### src/rtl/instr_fetch_pkg.sv
// Shared definitions for the instruction fetch stage: instruction width,
// the no-op encoding shown to decode when nothing is valid, and the queue entry.
package instr_fetch_pkg;

  localparam int unsigned INST_SIZE = 32;

  // addi x0, x0, 0
  localparam logic [INST_SIZE-1:0] NOOP_CODE = 32'h0000_0013;

  typedef struct packed {
    logic [INST_SIZE-1:0] instr;
    logic [INST_SIZE-1:0] pc;
  } t_fetch_entry;

  // Clear the byte-offset bits of an address to get a word address.
  function automatic logic [INST_SIZE-1:0] word_align(input logic [INST_SIZE-1:0] addr);
    return {addr[INST_SIZE-1:2], 2'b00};
  endfunction

endpackage

### src/rtl/fetch_queue.sv
// Instruction queue between memory responses and decode.
// Circular FIFO with push/pop/flush, occupancy count and a combinational head.
module fetch_queue
  import instr_fetch_pkg::*;
#(
  parameter int unsigned DEPTH = 4
) (
  input  logic                   i_aclk,
  input  logic                   i_areset_n,
  input  logic                   i_push,
  input  logic                   i_pop,
  input  logic                   i_flush,
  input  t_fetch_entry           i_data,
  output t_fetch_entry           o_head,
  output logic [$clog2(DEPTH):0] o_count,
  output logic                   o_empty,
  output logic                   o_full
);

  localparam int unsigned AW = $clog2(DEPTH);
  localparam logic [AW:0] FULL_CNT = (AW + 1)'(DEPTH);

  t_fetch_entry  mem_q [DEPTH];
  logic [AW-1:0] rd_ptr_q, rd_ptr_d;
  logic [AW-1:0] wr_ptr_q, wr_ptr_d;
  logic [AW:0]   count_q,  count_d;
  logic          do_push, do_pop;

  // Next-state for pointers and count; flush wins over push/pop.
  always_comb begin
    o_empty  = (count_q == '0);
    o_full   = (count_q == FULL_CNT);
    do_push  = i_push && !o_full;
    do_pop   = i_pop && !o_empty;
    rd_ptr_d = rd_ptr_q;
    wr_ptr_d = wr_ptr_q;
    count_d  = count_q;
    if (i_flush) begin
      rd_ptr_d = '0;
      wr_ptr_d = '0;
      count_d  = '0;
    end else begin
      if (do_push) wr_ptr_d = wr_ptr_q + AW'(1);
      if (do_pop)  rd_ptr_d = rd_ptr_q + AW'(1);
      if (do_push && !do_pop)      count_d = count_q + (AW + 1)'(1);
      else if (!do_push && do_pop) count_d = count_q - (AW + 1)'(1);
    end
  end

  // Pointer and count registers.
  always_ff @(posedge i_aclk or negedge i_areset_n) begin
    if (!i_areset_n) begin
      rd_ptr_q <= '0;
      wr_ptr_q <= '0;
      count_q  <= '0;
    end else begin
      rd_ptr_q <= rd_ptr_d;
      wr_ptr_q <= wr_ptr_d;
      count_q  <= count_d;
    end
  end

  // Entry storage; contents are only meaningful below count, so no reset.
  always_ff @(posedge i_aclk) begin
    if (do_push && !i_flush) mem_q[wr_ptr_q] <= i_data;
  end

  assign o_head  = mem_q[rd_ptr_q];
  assign o_count = count_q;

  // Upstream credit accounting must never let a response arrive into a full queue.
  assert property (@(posedge i_aclk) disable iff (!i_areset_n) !(i_push && o_full && !i_flush));

endmodule

### src/rtl/instr_fetch.sv
// Instruction fetch stage: in-order word requests to instruction memory,
// responses buffered with their PCs, head presented to decode.
// Optional feature macro: IFETCH_MISALIGN_CHECK_EN (misaligned redirect halts fetch).
module instr_fetch
  import instr_fetch_pkg::*;
#(
  parameter logic [INST_SIZE-1:0] RESET_PC   = 32'h0000_0000,
  parameter int unsigned          FIFO_DEPTH = 4
) (
  input  logic                 i_aclk,
  input  logic                 i_areset_n,
  input  logic                 i_stall,
  input  logic                 i_branch_valid,
  input  logic [INST_SIZE-1:0] i_branch_addr,
  output logic                 o_imem_req,
  output logic [INST_SIZE-1:0] o_imem_addr,
  input  logic                 i_imem_ready,
  input  logic                 i_imem_rvalid,
  input  logic [INST_SIZE-1:0] i_imem_rdata,
  output logic [INST_SIZE-1:0] o_instruction,
  output logic [INST_SIZE-1:0] o_pc,
  output logic [INST_SIZE-1:0] o_pcplus4,
  output logic                 o_misaligned
);

  localparam int unsigned CW = $clog2(FIFO_DEPTH) + 1;

  logic [INST_SIZE-1:0] fetch_pc_q, fetch_pc_d;
  logic [INST_SIZE-1:0] pc_tag_q,   pc_tag_d;
  logic [CW-1:0]        outstanding_q, outstanding_d;
  logic [CW-1:0]        drop_q, drop_d;

  logic [INST_SIZE-1:0] redirect_pc;
  logic [CW:0]          credit_used;
  logic                 halted;
  logic                 accept, discard, push, pop, head_valid;
  logic [CW-1:0]        q_count;
  logic                 q_empty, q_full;
  t_fetch_entry         q_head, q_wdata;

`ifdef IFETCH_MISALIGN_CHECK_EN
  logic misaligned_q, misaligned_d;

  // Sticky misaligned-redirect flag; it doubles as the halted state.
  always_comb begin
    misaligned_d = misaligned_q | (i_branch_valid && (i_branch_addr[1:0] != 2'b00));
  end

  // Misaligned flag register.
  always_ff @(posedge i_aclk or negedge i_areset_n) begin
    if (!i_areset_n) misaligned_q <= 1'b0;
    else             misaligned_q <= misaligned_d;
  end

  assign halted       = misaligned_q;
  assign o_misaligned = misaligned_q;
`else
  assign halted       = 1'b0;
  assign o_misaligned = 1'b0;
`endif

  // Request issue, response keep/discard and queue control.
  always_comb begin
    redirect_pc = word_align(i_branch_addr);
    credit_used = {1'b0, outstanding_q} + {1'b0, q_count};
    o_imem_req  = !i_branch_valid && !halted && (credit_used < (CW + 1)'(FIFO_DEPTH));
    o_imem_addr = fetch_pc_q;
    accept      = o_imem_req && i_imem_ready;
    discard     = i_imem_rvalid && ((drop_q != '0) || i_branch_valid || halted);
    push        = i_imem_rvalid && !discard;
    pop         = !q_empty && !i_stall && !i_branch_valid && !halted;
    q_wdata     = '{instr: i_imem_rdata, pc: pc_tag_q};
  end

  // Next-state for fetch address, PC tag and in-flight/drop counters.
  always_comb begin
    fetch_pc_d    = fetch_pc_q;
    pc_tag_d      = pc_tag_q;
    outstanding_d = outstanding_q;
    drop_d        = drop_q;

    if (accept && !i_imem_rvalid)      outstanding_d = outstanding_q + CW'(1);
    else if (!accept && i_imem_rvalid) outstanding_d = outstanding_q - CW'(1);

    if (i_branch_valid) begin
      fetch_pc_d = redirect_pc;
      pc_tag_d   = redirect_pc;
      // Everything still in flight after this edge belongs to the old path.
      drop_d     = outstanding_q - CW'(i_imem_rvalid);
    end else begin
      if (accept) fetch_pc_d = fetch_pc_q + 32'd4;
      if (push)   pc_tag_d   = pc_tag_q + 32'd4;
      if (i_imem_rvalid && (drop_q != '0)) drop_d = drop_q - CW'(1);
    end
  end

  // Fetch state registers.
  always_ff @(posedge i_aclk or negedge i_areset_n) begin
    if (!i_areset_n) begin
      fetch_pc_q    <= RESET_PC;
      pc_tag_q      <= RESET_PC;
      outstanding_q <= '0;
      drop_q        <= '0;
    end else begin
      fetch_pc_q    <= fetch_pc_d;
      pc_tag_q      <= pc_tag_d;
      outstanding_q <= outstanding_d;
      drop_q        <= drop_d;
    end
  end

  fetch_queue #(
    .DEPTH (FIFO_DEPTH)
  ) u_queue (
    .i_aclk     (i_aclk),
    .i_areset_n (i_areset_n),
    .i_push     (push),
    .i_pop      (pop),
    .i_flush    (i_branch_valid),
    .i_data     (q_wdata),
    .o_head     (q_head),
    .o_count    (q_count),
    .o_empty    (q_empty),
    .o_full     (q_full)
  );

  // Decode-facing outputs straight from the queue head; a redirect blanks them.
  always_comb begin
    head_valid    = !q_empty && !i_branch_valid;
    o_instruction = NOOP_CODE;
    o_pc          = '0;
    o_pcplus4     = '0;
    if (head_valid) begin
      o_instruction = q_head.instr;
      o_pc          = q_head.pc;
      o_pcplus4     = q_head.pc + 32'd4;
    end
  end

endmodule

### config.mk
export PLATFORM = sky130hd
export DESIGN_NAME = instr_fetch
export DESIGN_NICKNAME = d
export VERILOG_FILES = /design/src/rtl/instr_fetch_pkg.sv /design/src/rtl/fetch_queue.sv /design/src/rtl/instr_fetch.sv
export SDC_FILE = /design/constraint.sdc
export NUM_CORES = 1
export LEC_CHECK = 0
export BUFFER_PORTS_ARGS = -buffer_cell sky130_fd_sc_hd__buf_4
export CAP_MARGIN = 20
export CORE_MARGIN = 3
export CORE_UTILIZATION = 60
export CTS_BUF_LIST = sky130_fd_sc_hd__clkbuf_16
export DETAILED_ROUTE_END_ITERATION = 16
export HOLD_SLACK_MARGIN = 0.03
export MAX_ROUTING_LAYER = met4
export PLACE_DENSITY = 0.83
export SLEW_MARGIN = 0
export SYNTH_ARGS = -nofsm -noshare
export SYNTH_HDL_FRONTEND = slang
export SYNTH_SLANG_ARGS = --single-unit
export TNS_END_PERCENT = 20
### constraint.sdc
create_clock -name i_aclk -period 6.5 [get_ports i_aclk]
set_input_delay 0 -clock i_aclk [delete_from_list [all_inputs] [get_ports i_aclk]]
set_output_delay 0 -clock i_aclk [all_outputs]
set_load 0.01 [all_outputs]
==> results of run 1 <==
## cells by family (layout without fill, tap and decap cells)
| group | count (synthesis) | in the layout | share of synthesized area (%) |
|---|---|---|---|
| AND/OR/NAND/NOR | 323 | 323 | 11.9 |
| multiplexers | 75 | 75 | 10.8 |
| other | 1 | 7 | 0.0261 |
| adder cells (fa/ha/maj) | 16 | 16 | 1.50 |
| XOR/XNOR | 73 | 73 | 4.46 |
| flip-flops | 321 | 321 | 64.6 |
| buffers and inverters | 71 | 347 | 2.56 |
| AO/OA/AOI/OAI | 96 | 96 | 4.11 |
## Yosys cell counts, types with 3 or more instances
library cell | instances | area (um2)
o311ai_0 | 14 | 123
nand2_1 | 72 | 270
ha_1 | 14 | 175
clkbuf_1 | 27 | 101
mux2_2 | 12 | 135
a21o_1 | 3 | 22.5
a31oi_1 | 11 | 68.8
or3_1 | 6 | 37.5
nor4_1 | 7 | 43.8
nor2_1 | 70 | 263
o211ai_1 | 7 | 52.6
buf_2 | 6 | 30.0
nand3b_1 | 4 | 30.0
and3_1 | 13 | 81.3
nor3_1 | 7 | 35.0
xnor2_1 | 28 | 245
mux4_2 | 60 | 1350
xor2_1 | 45 | 394
nand3_1 | 34 | 170
a21oi_1 | 8 | 40.0
dfrtp_1 | 73 | 1830
or2_2 | 3 | 18.8
nand4_1 | 19 | 119
edfxtp_1 | 248 | 7450
and2_1 | 69 | 432
o21ai_0 | 48 | 240
buf_4 | 10 | 75.1
inv_1 | 20 | 75.1
## area by class of cell
class,count,share of cell area [%]
clock buffer,31,4.39
timing repair buffer,268,12.4
sequential,321,52.6
multi-input combinational,590,26.8
clock inverter,27,1.12
tap,313,2.22
inverter,21,0.446
## registers in the layout (all words and copies together), names as in the netlist
register,cells
u_queue.mem_q,248
u_queue.wr_ptr_q,2
outstanding_q,3
u_queue.rd_ptr_q,2
drop_q,3
pc_tag_q,30
o_imem_addr,30
u_queue.o_count,3
## per-layer routing
| layer | track usage, % | routed length (um) | vias up | share of wire [%] |
|---|---|---|---|---|
| li1 | - | - | 4184 | - |
| met1 | 35.5 | 13100 | 4598 | 40 |
| met2 | 42.1 | 16100 | 432 | 50 |
| met3 | 3.74 | 2530 | 49 | 7.8 |
| met4 | 7.77 | 716 | 0 | 2.2 |
| met5 | - | 0 | - | 0 |
## tightest hold or removal path, stage by stage
cell	delay, ns
buf_4	0.07
nand3_1	0.05
buf_4	0.24
o211ai_1	0.20
## power breakdown
| part | total, mW | internal [mW] | switching [mW] |
|---|---|---|---|
| clock network | 1.70 | 0.980 | 0.723 |
| logic | 1.04 | 0.525 | 0.519 |
| registers | 2.51 | 2.34 | 0.170 |
| total | 5.26 | 3.84 | 1.41 |
## path summary, 6_finish.rpt
check | start | cells past startpoint | slack (ns) | to
max | u_queue.rd_ptr_q[0] | 9 | 2.32 | o_pcplus4[18]
min | i_imem_ready | 4 | 0.06 | o_imem_addr[2]
max reg2reg | drop_q[0] | 6 | 2.98 | u_queue.mem_q[1][26]
min reg2reg | outstanding_q[2] | 1 | 0.54 | outstanding_q[2]
max in group asynchronous | i_areset_n | 2 | 5.66 | u_queue.rd_ptr_q[0]
min in group asynchronous | i_areset_n | 2 | 0.13 | o_imem_addr[29]
## through the flow
| stage | cell area, um2 | total power [mW] | instances | setup slack (ns) | util (%) |
|---|---|---|---|---|---|
| 6_report | 17700 | 5.26 | 1571 | 2.32 | 76.6 |
| 5_1_grt | 17700 | 5.50 | 1571 | 1.92 | 76.6 |
| 4_1_cts | 17600 | 5.27 | 1570 | 2.21 | 76.5 |
| 3_5_place_dp | 16000 | 3.54 | 1444 | 2.83 | 69.3 |
| 3_3_place_gp | 16000 | 3.52 | 1444 | 2.90 | 69.3 |
| 2_1_floorplan | 14400 | 3.16 | 982 | 3.18 | - |
==> impl_metrics.json, run 1 <==
{
  "status": "finished, final reports clean",
  "path_buf_inv": 2,
  "cp_common_cell": "buf_4",
  "required_ns": 6.50,
  "final_common_cell": "edfxtp_1",
  "synth-warning-count": 0,
  "drc": 0,
  "drv_slew": 0,
  "synth_seq_cells": 321,
  "seq_area_mm2": 0.00928,
  "fillCellCount": 1265,
  "path_delay_family": "simple AND/OR/NAND/NOR gates",
  "die_y_um": 161,
  "synthCells": 976,
  "cts.htree.levels": 1,
  "fmax_mhz": 239,
  "syn-cell-area_mm2": 0.0143,
  "crit_chain": "buf_4, mux4_2, ha_1, nand3_1, nor4b_4, nand3b_1, xor2_1, nor2_1, buf_4",
  "viasPerCell": 5.90,
  "cts_root_buf": "clkbuf_16",
  "core.rowCount": 55,
  "postCtsSetupBuffers": 0,
  "grt_pass1_wl_um": 51800,
  "routed_wl_um": 32500,
  "powerDensity_mw_per_mm2": 298,
  "cts_tree": "yes",
  "cellLeakagePower_nw": 6.50,
  "vdd_drop_max_uv": 248,
  "path_class": "reg2out",
  "wl_per_cell_um": 20.7,
  "rsz0062_at_grt": "no",
  "coreArea_mm2": 0.0231,
  "overflow": 0,
  "synth_cell_type_count": 58,
  "cp_slowest_cell": "dfrtp_4",
  "io_pins": 200,
  "worst_setup_path_end_kind": "primary output",
  "gp_congestion": 0.889,
  "cap_violations": 0,
  "final.setup_skew_ns": 0.0231,
  "finalHoldViolCount": 0,
  "vias": 9263,
  "antenna_found_initial": 0,
  "numCtsBuffers": 31,
  "detailed_place_hpwl_um": 19900,
  "first_global_vias": 9473,
  "maxSlewHeadroom_pct": 28.7,
  "die_x_um": 161,
  "grt_max_degree": 74,
  "cp_max_fo": 44,
  "tightestPinTransition_ns": 1.07,
  "port_buffers": 190,
  "cts_resized": 0,
  "period_needed_ns": 4.18,
  "initial_core_util_pct": 62.2,
  "synth_area_per_cell_um2": 14.7,
  "cpPeakStageDelay_ns": 0.99,
  "holdCritPathClass": "in2reg",
  "postCtsHoldBufs": 68,
  "cts.clk_slew.worst_paths_ns": 0.06,
  "crit_path_start_kind": "flop",
  "setup_tns_ns": 0,
  "synth_seq_area_share_pct": 64.6,
  "clock_path_buffers": 3,
  "fin_crit_sh_pct": 64.3,
  "groute.usage.overall_pct": 26.2,
  "dieArea_mm2": 0.0258,
  "clock_latency_ns": 0.56,
  "holdWs_ns": 0.0608,
  "synth-edff-count": 248,
  "async_reset_ff_share_pct": 22.7,
  "num_antenna_cells": 0,
  "worstPathArrival_ns": 4.18,
  "clock-sinks": 321,
  "final_cell_mix": "edfxtp_1, buf_4, nand2_1",
  "firstDrtPassIters": 5,
  "syn_to_final_growth_pct": 23.1,
  "drive_above_1_share_pct": 26.6,
  "multiInputGateArea_mm2": 0.00474,
  "fin_nets": 1319,
  "setup_viol": 0,
  "ys.flop_type": "edfxtp_1",
  "drtAntennaViolNets": 0,
  "drtIter0Drc": 841
}
No activity file was read; power rests on OpenSTA's default activity.
==> run 2: changes to the inputs <==
ABC_AREA = 1   (was unset)
CORE_UTILIZATION = 59   (was 60)
PLACE_DENSITY = 0.81   (was 0.83)
clock period = 4.17 ns   (was 6.5 ns; I/O delays follow)
==> impl_metrics.json, run 2 <==
{
  "rsz0062_at_grt": "no",
  "fmax_mhz": 272,
  "vias": 13800,
  "powerDensity_mw_per_mm2": 534,
  "clock_latency_ns": 0.57,
  "maxSlewHeadroom_pct": 36.1,
  "io_pins": 200,
  "viasPerCell": 5.63,
  "antenna_found_initial": 0,
  "synthTopCellsByCount": "nand2_1, nor2_1, edfxtp_1",
  "overflow": 0,
  "cts.htree.levels": 1,
  "finalHoldViolCount": 0,
  "cap_violations": 0,
  "setup_tns_ns": 0,
  "period_needed_ns": 3.68,
  "path_delay_family": "simple AND/OR/NAND/NOR gates",
  "yosysTopAreaCell": "edfxtp_1",
  "cp_slowest_cell": "dfrtp_4",
  "dp.cells": 2312,
  "grt_util_met2_pct": 46.7,
  "cts_root_buf": "clkbuf_16",
  "syn_to_final_growth_pct": 21.1,
  "cts_tree": "yes",
  "die_y_um": 172,
  "crit_path_start_kind": "flop",
  "synthCells": 1838,
  "detailed_place_hpwl_um": 26500,
  "synthMostInstantiatedCell": "nand2_1",
  "synthTopCellsByArea": "edfxtp_1, nand2_1, dfrtp_1",
  "cp_max_fo": 63,
  "vdd_drop_max_uv": 322,
  "coreArea_mm2": 0.0270,
  "initial_core_util_pct": 60.0,
  "synth_cell_type_count": 48,
  "synth_area_per_cell_um2": 8.83,
  "gp_congestion": 0.935,
  "cts.clk_slew.worst_paths_ns": 0.07,
  "clock_path_buffers": 3,
  "cpPeakStageDelay_ns": 0.86,
  "crit_chain": "inv_6, nand2_1, nand3_1, nand2_1, ha_1, inv_1, nor2_2, nand2_1, nor2_2, nand2_1, nor2_2, nand2_1, nand3_1, inv_1, buf_4",
  "cp_common_cell": "nand2_1",
  "drtAntennaViolNets": 0,
  "firstDrtPassIters": 6,
  "fin_nets": 2166,
  "final_cell_mix": "nand2_1, nor2_1, edfxtp_1",
  "dieArea_mm2": 0.0295,
  "drive_above_1_share_pct": 14.8,
  "grt_max_degree": 74,
  "drv_slew": 0,
  "die_x_um": 172,
  "met1_usage_pct": 39.7,
  "synth-edff-count": 248,
  "drc": 0,
  "clock-sinks": 321,
  "status": "finished, final reports clean",
  "required_ns": 4.17,
  "largest_reg_flops": 248,
  "postCtsHoldBufs": 76,
  "first_global_vias": 13200,
  "synth_seq_cells": 321,
  "instances_no_fill": 2446,
  "numCtsBuffers": 31,
  "syn-cell-area_mm2": 0.0162,
  "routed_wl_um": 42200,
  "ys.flop_type": "edfxtp_1",
  "grt_pass1_wl_um": 66700,
  "port_buffers": 190,
  "drtIter0Drc": 1440,
  "num_antenna_cells": 0,
  "synth_seq_area_share_pct": 57.2,
  "fillCellCount": 1885,
  "fin_crit_sh_pct": 88.3,
  "regMostFlops": "u_queue.mem_q",
  "final_common_cell": "nand2_1",
  "synth-warning-count": 0,
  "worst_setup_path_end_kind": "primary output",
  "wl_per_cell_um": 17.2,
  "worstPathArrival_ns": 3.68,
  "gr-usage-met3_pct": 3.31,
  "cellLeakagePower_nw": 8.24,
  "groute.usage.overall_pct": 29.2,
  "holdCritPathClass": "in2async",
  "grt-busiest-layer": "met2",
  "path_buf_inv": 4,
  "tightestPinTransition_ns": 0.959,
  "postCtsSetupBuffers": 0,
  "path_class": "reg2out",
  "synth_top_area_share_pct": 45.9,
  "setup_viol": 0,
  "core.rowCount": 60,
  "async_reset_ff_share_pct": 22.7,
  "cts_resized": 0,
  "final.setup_skew_ns": 0.0191
}
-- run 2: cell types whose count changed in the layout (fill, tap and decap cells not counted), moves of 30 or more --
cell | previous run | this run
inv_1 | 28 | 122
nand2_1 | 72 | 533
xor2_1 | 45 | 15
nor2_1 | 69 | 293
and2_1 | 65 | 0
nand3_1 | 34 | 133
mux4_2 | 60 | 0
o21ai_0 | 48 | 98
a21oi_1 | 8 | 55
-- run 2: cell families (layout without fill, tap and decap cells) --
logic type	Yosys count	count (layout)	share of synthesized area, %
AOI/OAI and AO/OA	207	207	7.24
xor gates and xnor gates	26	26	1.40
adders and majority gates	16	16	1.33
buffers and inverters	208	469	5.86
DFF	321	321	57.2
other	1	7	0.0231
and+or+nand+nor	1059	1059	27.0
-- run 2: worst paths after layout --
path                            depth (start not counted)  slack (ns)                 from                    to
worst max-delay path                                   15        0.49  u_queue.rd_ptr_q[0]         o_pcplus4[22]
worst min-delay path                                    2         0.1           i_areset_n             drop_q[0]
worst max register to register                          9        1.40            drop_q[0]  u_queue.mem_q[0][14]
worst min register to register                          1        0.54     outstanding_q[2]      outstanding_q[2]
max in group asynchronous                               2        3.34           i_areset_n   u_queue.rd_ptr_q[0]
min in group i_aclk                                     2        0.18     i_imem_rdata[17]  u_queue.mem_q[1][49]
-- run 2: layout make-up --
class / instances / area (um2) / area share (%)
Inverter: 124 / 470 / 2.39
Clock inverter: 27 / 284 / 1.45
Tap cell: 341 / 427 / 2.17
Multi-Input combinational cell: 1315 / 6050 / 30.8
Clock buffer: 31 / 776 / 3.95
Sequential cell: 321 / 9280 / 47.2
Timing Repair Buffer: 287 / 2360 / 12.0
-- run 2: metrics by stage --
step	total power [mW]	util [%]	cell area [um2]	hold slack, ns	setup WS (ns)
floorplan	6.31	-	16200	-0.296	-0.0720
global placement	7.43	65.9	17800	0.199	1.24
detailed placement	7.53	65.9	17800	0.202	1.16
CTS	10.5	72.7	19600	0.127	0.547
global route	11.1	72.7	19600	0.178	0.183
finish	10.5	72.7	19600	0.0964	0.489
-- run 2: routing by layer --
| metal | up-vias | routed length (um) |
|---|---|---|
| met5 | - | 0 |
| met4 | 0 | 1160 |
| met1 | 6421 | 17500 |
| met3 | 97 | 3460 |
| li1 | 6606 | - |
| met2 | 656 | 20100 |
-- run 2: report_power, final --
part           internal (mW)  switching (mW)
combinational           1.26            2.22
clock                   1.68            1.21
sequential              3.75           0.376
==> run 3: changes to the inputs <==
PLACE_DENSITY = unset   (was 0.81)
PLACE_DENSITY_LB_ADDON = 0.15   (was unset)
==> impl_metrics.json, run 3 (synthesized netlist as in run 2, its figures left out) <==
{
  "status": "finished, final reports clean",
  "rsz0062_at_grt": "no",
  "reg2reg_to": "u_queue.o_count[2]",
  "gp_congestion": 0.980,
  "clock_latency_ns": 0.57,
  "largest_reg_flops": 248,
  "path_class": "reg2out",
  "cts.htree.levels": 1,
  "die_y_um": 172,
  "coreArea_mm2": 0.0270,
  "vias": 13600,
  "detailed_place_hpwl_um": 26000,
  "postCtsSetupBuffers": 0,
  "cts_root_buf": "clkbuf_16",
  "io_pins": 200,
  "required_ns": 4.17,
  "num_antenna_cells": 0,
  "fin_crit_sh_pct": 80.4,
  "cpPeakStageDelay_ns": 0.64,
  "timing.rr.start": "drop_q[0]",
  "core.rowCount": 60,
  "holdCritPathClass": "in2async",
  "routed_wl_um": 41000,
  "cellLeakagePower_nw": 8.27,
  "firstDrtPassIters": 5,
  "vdd_drop_max_uv": 429,
  "finalHoldViolCount": 0,
  "maxSlewHeadroom_pct": 33.8,
  "powerDensity_mw_per_mm2": 534,
  "design_area_mm2": 0.0197,
  "cp_slowest_cell": "dfrtp_4",
  "r2r_slack_ns": 1.32,
  "cp_max_fo": 62,
  "regMostFlops": "u_queue.mem_q",
  "antenna_found_initial": 0,
  "grt_pass1_wl_um": 64700,
  "clock-sinks": 321,
  "final_cell_mix": "nand2_1, nor2_1, edfxtp_1",
  "fmax_mhz": 298,
  "cts_resized": 0,
  "die_x_um": 172,
  "cts_tree": "yes",
  "initial_core_util_pct": 60.0,
  "numCtsBuffers": 31,
  "first_global_vias": 13000,
  "path_delay_family": "simple AND/OR/NAND/NOR gates",
  "cp_common_cell": "nand2_1",
  "crit_chain": "buf_4, nand2_1, nand3_1, nand2_1, nor2_1, nand2_1, nor2_4, nand2_1, nor2_1, nand2_1, nand2_1, nor2_1, buf_4",
  "wl_per_cell_um": 16.8,
  "cts.clk_slew.worst_paths_ns": 0.07,
  "drtAntennaViolNets": 0,
  "worstPathArrival_ns": 3.35,
  "worst_setup_path_end_kind": "primary output",
  "period_needed_ns": 3.35,
  "crit_path_start_kind": "flop",
  "syn_to_final_growth_pct": 21.2,
  "postCtsHoldBufs": 74,
  "fin_nets": 2166,
  "viasPerCell": 5.57,
  "setup_viol": 0,
  "grt_max_degree": 74,
  "cap_violations": 0,
  "overflow": 0,
  "dieArea_mm2": 0.0295,
  "drive_above_1_share_pct": 14.8,
  "fillCellCount": 1936,
  "final_common_cell": "nand2_1",
  "drtIter0Drc": 1355,
  "port_buffers": 190,
  "tightestPinTransition_ns": 0.987,
  "final.setup_skew_ns": 0.0113,
  "clock_path_buffers": 3,
  "path_buf_inv": 2,
  "placed_cell_area_mm2": 0.0179,
  "holdWs_ns": 0.108,
  "drc": 0,
  "cp.depth": 13,
  "reg2reg_depth": 15,
  "drv_slew": 0,
  "groute.usage.overall_pct": 28.4
}
## run 3: changes by cell type in the layout (fill, tap and decap cells not counted), sizes merged
cell / previous run / this run
dlygate4sd3: 76 / 74
bufinv: 5 / 6
clkinv: 17 / 13
buf: 211 / 213
inv: 126 / 129
## run 3: worst max path at each step
stage,to,slack [ns],start
floorplan,u_queue.mem_q[0][10],-0.07,drop_q[0]
global placement,u_queue.mem_q[2][5],1.45,drop_q[0]
detailed placement,u_queue.o_count[2],1.38,drop_q[0]
CTS,o_pcplus4[22],0.83,u_queue.rd_ptr_q[1]
global route,o_pcplus4[30],0.51,u_queue.rd_ptr_q[1]
finish,o_pcplus4[15],0.82,u_queue.rd_ptr_q[0]
## run 3: routing by layer
metal | part of all wire (%) | vias up | global-route usage (%)
li1 | - | 6616 | -
met1 | 42 | 6334 | 38.2
met2 | 48 | 595 | 45.5
met3 | 7.9 | 87 | 3.61
met4 | 2.7 | 0 | 9.27
met5 | 0 | - | -
## run 3: power by group
group          switching [mW]  internal (mW)
Combinational            2.21           1.26
Sequential              0.346           3.75
Clock                    1.19           1.73
## run 3: final cells by class
| class | count | area [um2] | share of cell area (%) |
|---|---|---|---|
| timing repair buffer | 287 | 2360 | 12.0 |
| tap | 341 | 427 | 2.17 |
| inverter | 124 | 470 | 2.39 |
| sequential | 321 | 9280 | 47.2 |
| multi-input combinational | 1315 | 6050 | 30.8 |
| clock inverter | 27 | 299 | 1.52 |
| clock buffer | 31 | 776 | 3.94 |
## run 3: stage by stage
stage / utilization, % / setup slack (ns) / setup TNS, ns / total power, mW / instances
3_3_place_gp: 66.1 / 1.45 / 0 / 7.41 / 2314
3_5_place_dp: 66.1 / 1.38 / 0 / 7.52 / 2314
4_1_cts: 72.8 / 0.833 / 0 / 10.5 / 2446
6_report: 72.8 / 0.817 / 0 / 10.5 / 2446
5_1_grt: 72.8 / 0.514 / 0 / 11.1 / 2446
2_1_floorplan: - / -0.0720 / -17.86 / 6.31 / 1844
